`config.mk`:
```
export PLATFORM = sky130hd
export DESIGN_NAME = fld_extract_flat
export DESIGN_NICKNAME = d
export VERILOG_FILES = /design/src/rtl/mix_pkg.sv /design/src/rtl/fld_extract_if.sv /design/src/rtl/fld_mask.sv /design/src/rtl/fld_extract.sv /design/src/flat_wrapper.sv
export SDC_FILE = /design/constraint.sdc
export NUM_CORES = 1
export LEC_CHECK = 0
export ABC_AREA = 1
export BUFFER_PORTS_ARGS = -buffer_cell sky130_fd_sc_hd__buf_2
export CAP_MARGIN = 30
export CORE_MARGIN = 2
export CORE_UTILIZATION = 55
export CTS_CLUSTER_DIAMETER = 40
export DETAILED_ROUTE_END_ITERATION = 16
export MAX_ROUTING_LAYER = met4
export PLACE_DENSITY = 0.77
export SLEW_MARGIN = 10
export SYNTH_ARGS = -nofsm -noshare
export SYNTH_HDL_FRONTEND = slang
export SYNTH_HIERARCHICAL = 1
export SYNTH_SLANG_ARGS = --single-unit
```
`constraint.sdc`:
```
create_clock -name clk -period 2 [get_ports clk]
set_input_delay 0.1 -clock clk [delete_from_list [all_inputs] [get_ports clk]]
set_output_delay 0.1 -clock clk [all_outputs]
set_load 0.02 [all_outputs]
```
`src/rtl/mix_pkg.sv`:
```
`default_nettype none
// +------------------------------------------------------------------+
// | mix_pkg : shared MIX word constants, F-spec decode, FSM encoding |
// | Revision: 1.0                                                    |
// +------------------------------------------------------------------+
package mix_pkg;

  localparam int BYTE_W   = 6;
  localparam int NBYTES   = 5;
  localparam int SIGN_BIT = 30;
  localparam int WORD_W   = 31;

  localparam logic [1:0] ST_IDLE  = 2'd0;
  localparam logic [1:0] ST_SHIFT = 2'd1;
  localparam logic [1:0] ST_DONE  = 2'd2;

  function automatic logic [2:0] fspec_l(input logic [5:0] f);
    return f[5:3];
  endfunction

  function automatic logic [2:0] fspec_r(input logic [5:0] f);
    return f[2:0];
  endfunction

  function automatic logic fspec_valid(input logic [5:0] f);
    return (fspec_r(f) <= 3'(NBYTES)) && (fspec_l(f) <= fspec_r(f));
  endfunction

  // Bytes kept after right-alignment; L=0 behaves as L=1 for the magnitude.
  function automatic logic [2:0] fspec_k(input logic [5:0] f);
    logic [2:0] lo;
    lo = (fspec_l(f) == 3'd0) ? 3'd1 : fspec_l(f);
    return fspec_r(f) - lo + 3'd1;
  endfunction

endpackage
`default_nettype wire

```
`src/rtl/fld_extract_if.sv`:
```
`default_nettype none
// +------------------------------------------------------------------+
// | fld_extract_if : start/stop command bus of the field extractor   |
// | Revision: 1.0                                                    |
// +------------------------------------------------------------------+
interface fld_extract_if #(
  parameter int WORD_W = mix_pkg::WORD_W
);
  logic              start;
  logic [WORD_W-1:0] in;
  logic [5:0]        field;
  logic              stop;
  logic              busy;
  logic [WORD_W-1:0] out;
  logic              error;

  modport master (
    output start, in, field,
    input  stop, busy, out, error
  );

  modport slave (
    input  start, in, field,
    output stop, busy, out, error
  );
endinterface
`default_nettype wire

```
`src/rtl/fld_mask.sv`:
```
`default_nettype none
// +------------------------------------------------------------------+
// | fld_mask : byte mask keeping the low k bytes of a MIX magnitude  |
// | Revision: 1.0                                                    |
// +------------------------------------------------------------------+
module fld_mask #(
  parameter int BYTE_W = mix_pkg::BYTE_W,
  parameter int NBYTES = mix_pkg::NBYTES
) (
  input  logic [2:0]               k,
  output logic [BYTE_W*NBYTES-1:0] mask
);

  for (genvar b = 0; b < NBYTES; b++) begin : g_byte
    assign mask[b*BYTE_W +: BYTE_W] = {BYTE_W{(3'(b) < k)}};
  end

endmodule
`default_nettype wire

```
`src/rtl/fld_extract.sv`:
```
`default_nettype none
// +------------------------------------------------------------------+
// | fld_extract : multi-cycle partial-field extractor (L:R of a word)|
// | Revision: 1.0                                                    |
// +------------------------------------------------------------------+
module fld_extract #(
  parameter int BYTE_W = mix_pkg::BYTE_W,
  parameter int NBYTES = mix_pkg::NBYTES
) (
  input  logic         clk,
  input  logic         reset,
  fld_extract_if.slave bus
);
  import mix_pkg::*;

  localparam int MAG_W = BYTE_W * NBYTES;

  logic [1:0]       state_q, state_d;
  logic [2:0]       cnt_q, cnt_d;
  logic [2:0]       k_q, k_d;
  logic             sign_q, sign_d;
  logic [MAG_W-1:0] mag_q, mag_d;
  logic             stop_q, stop_d;
  logic             busy_q, busy_d;
  logic [MAG_W:0]   out_q, out_d;
  logic             error_q, error_d;
  logic [MAG_W-1:0] mask;

  fld_mask #(
    .BYTE_W (BYTE_W),
    .NBYTES (NBYTES)
  ) u_mask (
    .k    (k_q),
    .mask (mask)
  );

  always_ff @(posedge clk) begin
    if (reset) begin
      state_q <= ST_IDLE;
      cnt_q   <= '0;
      k_q     <= '0;
      sign_q  <= 1'b0;
      mag_q   <= '0;
      stop_q  <= 1'b0;
      busy_q  <= 1'b0;
      out_q   <= '0;
      error_q <= 1'b0;
    end else begin
      state_q <= state_d;
      cnt_q   <= cnt_d;
      k_q     <= k_d;
      sign_q  <= sign_d;
      mag_q   <= mag_d;
      stop_q  <= stop_d;
      busy_q  <= busy_d;
      out_q   <= out_d;
      error_q <= error_d;
    end
  end

  // DONE is left once stop has been shown for its single cycle.
  always_comb begin
    state_d = state_q;
    case (state_q)
      ST_IDLE: begin
        if (bus.start) begin
          state_d = fspec_valid(bus.field) ? ST_SHIFT : ST_DONE;
        end
      end
      ST_SHIFT: begin
        if (cnt_q == 3'd0) begin
          state_d = ST_DONE;
        end
      end
      ST_DONE: begin
        if (stop_q) begin
          state_d = ST_IDLE;
        end
      end
      default: state_d = ST_IDLE;
    endcase
  end

  // An invalid F-spec spends one DONE cycle with stop low, so it completes
  // with the same one-cycle latency as a (x:5) extraction.
  always_comb begin
    cnt_d   = cnt_q;
    k_d     = k_q;
    sign_d  = sign_q;
    mag_d   = mag_q;
    stop_d  = 1'b0;
    busy_d  = busy_q;
    out_d   = out_q;
    error_d = error_q;
    case (state_q)
      ST_IDLE: begin
        if (bus.start) begin
          sign_d = bus.in[SIGN_BIT] & (fspec_l(bus.field) == 3'd0);
          mag_d  = bus.in[MAG_W-1:0];
          k_d    = fspec_k(bus.field);
          cnt_d  = 3'(NBYTES) - fspec_r(bus.field);
          busy_d = 1'b1;
        end
      end
      ST_SHIFT: begin
        if (cnt_q != 3'd0) begin
          mag_d = mag_q >> BYTE_W;
          cnt_d = cnt_q - 3'd1;
        end else begin
          out_d   = {sign_q, mag_q & mask};
          error_d = 1'b0;
          stop_d  = 1'b1;
          busy_d  = 1'b0;
        end
      end
      ST_DONE: begin
        if (!stop_q) begin
          out_d   = '0;
          error_d = 1'b1;
          stop_d  = 1'b1;
          busy_d  = 1'b0;
        end
      end
      default: ;
    endcase
  end

  assign bus.stop  = stop_q;
  assign bus.busy  = busy_q;
  assign bus.out   = out_q;
  assign bus.error = error_q;

endmodule
`default_nettype wire

```
`src/flat_wrapper.sv`:
```
// flat-port wrapper written by rule: the top's interface ports become plain ports
module fld_extract_flat import mix_pkg::*;
#(
  parameter int BYTE_W = mix_pkg::BYTE_W,
  parameter int NBYTES = mix_pkg::NBYTES
)
  (clk, reset, bus_start, bus_in, bus_field, bus_stop, bus_busy, bus_out, bus_error);
  fld_extract_if bus_i ();
  input  logic clk;
  input  logic reset;
  input wire logic [$bits(bus_i.start)-1:0] bus_start;
  input wire logic [$bits(bus_i.in)-1:0] bus_in;
  input wire logic [$bits(bus_i.field)-1:0] bus_field;
  output wire logic [$bits(bus_i.stop)-1:0] bus_stop;
  output wire logic [$bits(bus_i.busy)-1:0] bus_busy;
  output wire logic [$bits(bus_i.out)-1:0] bus_out;
  output wire logic [$bits(bus_i.error)-1:0] bus_error;
  assign bus_i.start = bus_start;
  assign bus_i.in = bus_in;
  assign bus_i.field = bus_field;
  assign bus_stop = bus_i.stop;
  assign bus_busy = bus_i.busy;
  assign bus_out = bus_i.out;
  assign bus_error = bus_i.error;
  fld_extract #(.BYTE_W(BYTE_W), .NBYTES(NBYTES)) u_core (.clk(clk), .reset(reset), .bus(bus_i));
endmodule
```
# == Yosys cells after proc, flatten, opt, wreduce, memory -nomap -nowiden ==
# Cells that the tools add are included.
# op_classes
n_bitwise,2
n_eq_ne,8
mux,24
magnitude_cmp,7
addsub,4
n_reduce_logical,13
# op_table
cell,count
$mux W31,2
$pmux W31 S2,1
$mux W30,2
$pmux W30 S2,1
$and A30 B30 Y30,1
$mux W3,3
$reduce_and A3 Y1,3
$mux W2,4
$logic_not A3 Y1,2
$lt A1 B3 Y1 const A,2
$lt A2 B3 Y1 const A,2
$mux W1,6
$ne A2 B1 Y1 const B,3
$ne A2 B2 Y1 const B,3
$pmux W2 S3,1
$pmux W3 S2,1
$reduce_bool A3 Y1,2
$pmux W1 S2,2
$reduce_and A4 Y1,1
$reduce_bool A2 Y1,2
$add A3 B1 Y3 const B,1
$le A3 B3 Y1,1
$le A3 B3 Y1 const B,1
$lt A3 B3 Y1 const A,1
10 further kinds,10
# word_totals
word_cells,67
ff_bits,73
output_inout_bits,34

# == Longest topological paths before layout ==
# depth
word_depth,5
ltp_mapped,10
ltp_nobuf,10

# == Modules after synthesis ==
# The synthesis kept the hierarchy.
# by_module_without_submodules
module,seq_area_each_um2,area_per_inst_um2,cells_each,instances
fld_extract,1461.4,3393.3,473,1
fld_mask,0.0,224.0,33,1

# == Worst setup path before layout ==
# No wires, ideal clock.
# synth_path
path_kind,register -> register
start,register u_core.state_q[0]
end,register u_core.out_q[10] (netlist: u_core/bus.out[10])
required_time_ns,1.885
synth_period_minus_slack_ns,1.427
setup_slack_ns,0.573
arrival_ns,1.312
stages_incl_launch_ff,11
cell_sequence,dfxtp_1 inv_1 ha_1 buf_4 nand2_2 o21ai_2 nand2_2 inv_2 buf_6 o21ai_1 nor2_1
# synth_via
elab_chain_len,3
elab_cells_between_ends,7
classes_between,4 x eq/ne; 1 x mux; 2 x reduce/logical
# synth_rtl
element,line_no,text
from (decl),fld_extract.sv:18,"logic [1:0] state_q, state_d;"
from (signal assigned),fld_extract.sv:49,state_q <= state_d;
$eq A2 B2 Y1 or $eq A2 B1 Y1 (tied branches),fld_extract.sv:95,case (state_q)
$ne A2 B2 Y1 (no line) or $reduce_bool A2 Y1 (tied branches),--,
$reduce_and A3 Y1 (no line),--,
to (signal assigned),fld_extract.sv:56,out_q <= out_d;
to (decl),fld_extract.sv:25,"logic [MAG_W:0] out_q, out_d;"
# Parallel ways exist; a longest one is shown, timed or not.
# A chain may end at the register's enable or synchronous reset.

# == Final worst setup path ==
# layout_path
start,register u_core.state_q[0]
end,register u_core.out_q[19] (netlist: u_core/bus.out[19])
# The elaborated chain is that of the path after synthesis.

==> qor.yml <==
synth_fp_nets: 559
row_count: 29
power_frac_clock_pct: 15.7
power_report.internal_total_mw: 3.57
grt_util_all_layers_pct: 24.6
crit_buf_inv: 2
edff_count_synth: 0
timing_worst_slew_pin_value_ns: 0.436
drt_drc_violations_left: 0
grt_pass1_wl_um: 13900
fin_nets: 598
holdCritPathClass: "input pin to flop"
endpoint_kind: "flop"
area.growth.synth_to_final_pct: 9.69
cts_root_buffer: "sky130_fd_sc_hd__clkbuf_8"
cts.path.max_buffers: 2
yosys-top-cells-area: "sky130_fd_sc_hd__dfxtp_1, sky130_fd_sc_hd__nor2_1, sky130_fd_sc_hd__nand2_1"
vdd.ir_drop.worst_uv: 866
slew_viol_final: 0
synthDominantCellAreaShare_pct: 40.4
pwr-share-seq_pct: 39.0
boundaryPins: 74
tritoncts: "done"
hpwl_um: 5880
slew_headroom_pct: 70.9
most_instantiated_cells_after_synthesis: "sky130_fd_sc_hd__nor2_1, sky130_fd_sc_hd__nand2_1, sky130_fd_sc_hd__dfxtp_1"
post-synth-top-area-cell: "sky130_fd_sc_hd__dfxtp_1"
core_area_um2: 6350
crit_path_start_kind: "flop"
drive_above_1_share_pct: 19.3
postSynthRegisterBits: 73
die-area_um2: 7240
clock_latency_ns: 0.35
ys_dominant_reg_cell: "sky130_fd_sc_hd__dfxtp_1"
setup_violations: 0
clock_sink_count: 73
crit_path_cell_trace: "inv_1, ha_1, nand2_2, o21ai_2, nand2_2, buf_4, a31oi_1, nor2_1"
skew_ns: 0.00851
critPathSlowestCell: "sky130_fd_sc_hd__ha_1"
fill_cell_count: 611
timing.final.crit_period_ns: 1.78
multi_input_gate_area_um2: 1630
grt_max_degree: 57
syn_area_per_cell_um2: 7.15
run_status: "completed"
reg2reg_slack_ns: 0.22
synth_most_common_cell: "sky130_fd_sc_hd__nor2_1"
syn_area_um2: 3620
max_freq_mhz: 562
starting_density_of_the_core_pct: 57.0
netSwitchingFraction_pct: 45.3
timing.final.crit_share_pct: 88.9
antenna_cells: 0
antenna_found_initial: 0
post_drt_wl_per_cell_um: 13.1
first_global_vias: 2957
htree_num_levels: 3
worstSetupPathType: "flop to flop"
critPathMaxStageDelay_ns: 0.41
postCtsSetupRepairBufs: 0
drt-pass1-iter-count: 5
comb_power_share_pct: 45.3
initialDrtViolationCount: 244
tritoncts.num_buffers: 9
rsz0062_at_grt: "false"
power.switching_mw: 2.95
drt.antenna.violating_nets: 0
port-buffer-count: 73
ff_latch_area_um2: 1460
place.detailed.instances: 610
gpl.final_weighted_congestion: 0.918
floorplan.die.width_um: 85.1
cp_arrival_ns: 2.02
crit_family: "adder cells"
clock_transition_at_the_registers_of_the_reported_paths_ns: 0.08
die_y_um: 85.1
syn-instance-count: 506
power_per_cell_area_nw_per_um2: 1640
worstPathRequired_ns: 2.24
cp_common_cell: "sky130_fd_sc_hd__nand2_2"
via_count: 3319
worstPathMaxFanout: 17
layoutNonFillerInstCount: 627
totalNegativeSetupSlack_ns: 0
route.detailed.vias_per_inst: 5.29
grt_overflow_total: 0
yosysSeqAreaShare_pct: 40.4
synth.yosys.warnings: 6
yosys.cell_types.count: 25
power.static_leakage_nw: 1.95
timing_hold_violations_final: 0
max_cap_viol_count: 0
drt-total-wl_um: 8220
asyncSetResetFlopFracSynth_pct: 0
==> power by group through the flow <==
stage          clock (mW)  sequential (mW)  combinational, mW
6_report             1.02             2.55               2.95
3_5_place_dp            0             2.58               2.93
4_1_cts              1.03             2.55               2.95
5_1_grt              1.10             2.63               3.32
3_3_place_gp            0             2.56               2.88
2_1_floorplan           0             2.90               2.04
==> placed cells by master, fill, tap and decap left out, drive strengths merged <==
cell / netlist / layout
nand2: 87 / 87
dlygate4sd3: 0 / 1
nand4: 4 / 4
clkbuf: 8 / 10
ha: 12 / 12
a31oi: 27 / 27
inv: 38 / 39
dfxtp: 73 / 73
fa: 1 / 1
buf: 47 / 82
nand3: 7 / 7
clkinvlp: 0 / 1
o21ai: 81 / 81
a21oi: 19 / 19
or2: 1 / 1
xnor2: 1 / 1
clkinv: 1 / 5
nor2: 99 / 99
==> stage by stage <==
stage	util, %	power, mW	worst slack [ns]	hold WS (ns)	cell area (um^2)
6_report	62.5	6.53	0.222	0.0518	3970
5_1_grt	62.5	7.05	0.0695	0.0523	3970
4_1_cts	62.4	6.52	0.150	0.0528	3970
3_5_place_dp	59.6	5.50	0.174	0.350	3780
3_3_place_gp	59.6	5.44	0.235	0.349	3780
2_1_floorplan	-	4.94	0.573	0.169	3620
==> kinds of logic after synthesis <==
kind of cell    Yosys count  share of synthesized area (%)
compound gates          127                           18.6
fa+ha+maj                13                           4.70
flops                    73                           40.4
xor+xnor                  1                          0.242
simple gates            198                           21.5
buf+inv                  94                           14.5
==> what timing repair did <==
item,4_1_cts,5_1_grt
endpoints found under the hold margin,4,0
setup endpoints to repair,0,8
hold buffers,1,0
resized for setup,0,2
==> metal layers <==
| layer | wire length [um] | vias to the layer above | GRT usage (%) |
|---|---|---|---|
| li1 | - | 1694 | - |
| met1 | 3770 | 1494 | 32.3 |
| met2 | 3780 | 121 | 38.9 |
| met3 | 573 | 10 | 4.96 |
| met4 | 92 | 0 | 6.64 |
| met5 | 0 | - | - |
==> cell type report <==
class / count / share of cell area (%)
clock buffer: 10 / 3.22
timing repair buffer: 83 / 11.5
inverter: 39 / 3.82
sequential: 73 / 36.8
tap: 77 / 2.43
multi-input combinational: 339 / 41.1
clock inverter: 6 / 1.10
==> registers in the layout, summed over array words and instances, names as in the netlist <==
signal and flops:
u_core/bus.busy 1, u_core/sign_q 1, u_core/state_q 2, u_core/cnt_q 3, u_core/bus.stop 1, u_core/mag_q 30, u_core/bus.error 1, u_core/bus.out 31
u_core/k_q 3
==> final timing paths <==
path / startpoint / to / cells after the start
max: u_core/state_q[0] / u_core/bus.out[19] / 8
min: bus_in[30] / u_core/sign_q / 3
max reg2reg: u_core/state_q[0] / u_core/bus.out[19] / 8
min reg2reg: u_core/mag_q[20] / u_core/mag_q[20] / 2
==> worst register-to-register path: cells and delay by family, from the launching register on <==
family	cells	cell delay (ns)
AOI/OAI and AO/OA	2	0.33
adders and majority gates	1	0.41
buffers and inverters	2	0.29
DFF	1	0.33
and+or+nand+nor	3	0.31
No activity file was read; power rests on OpenSTA's default activity.
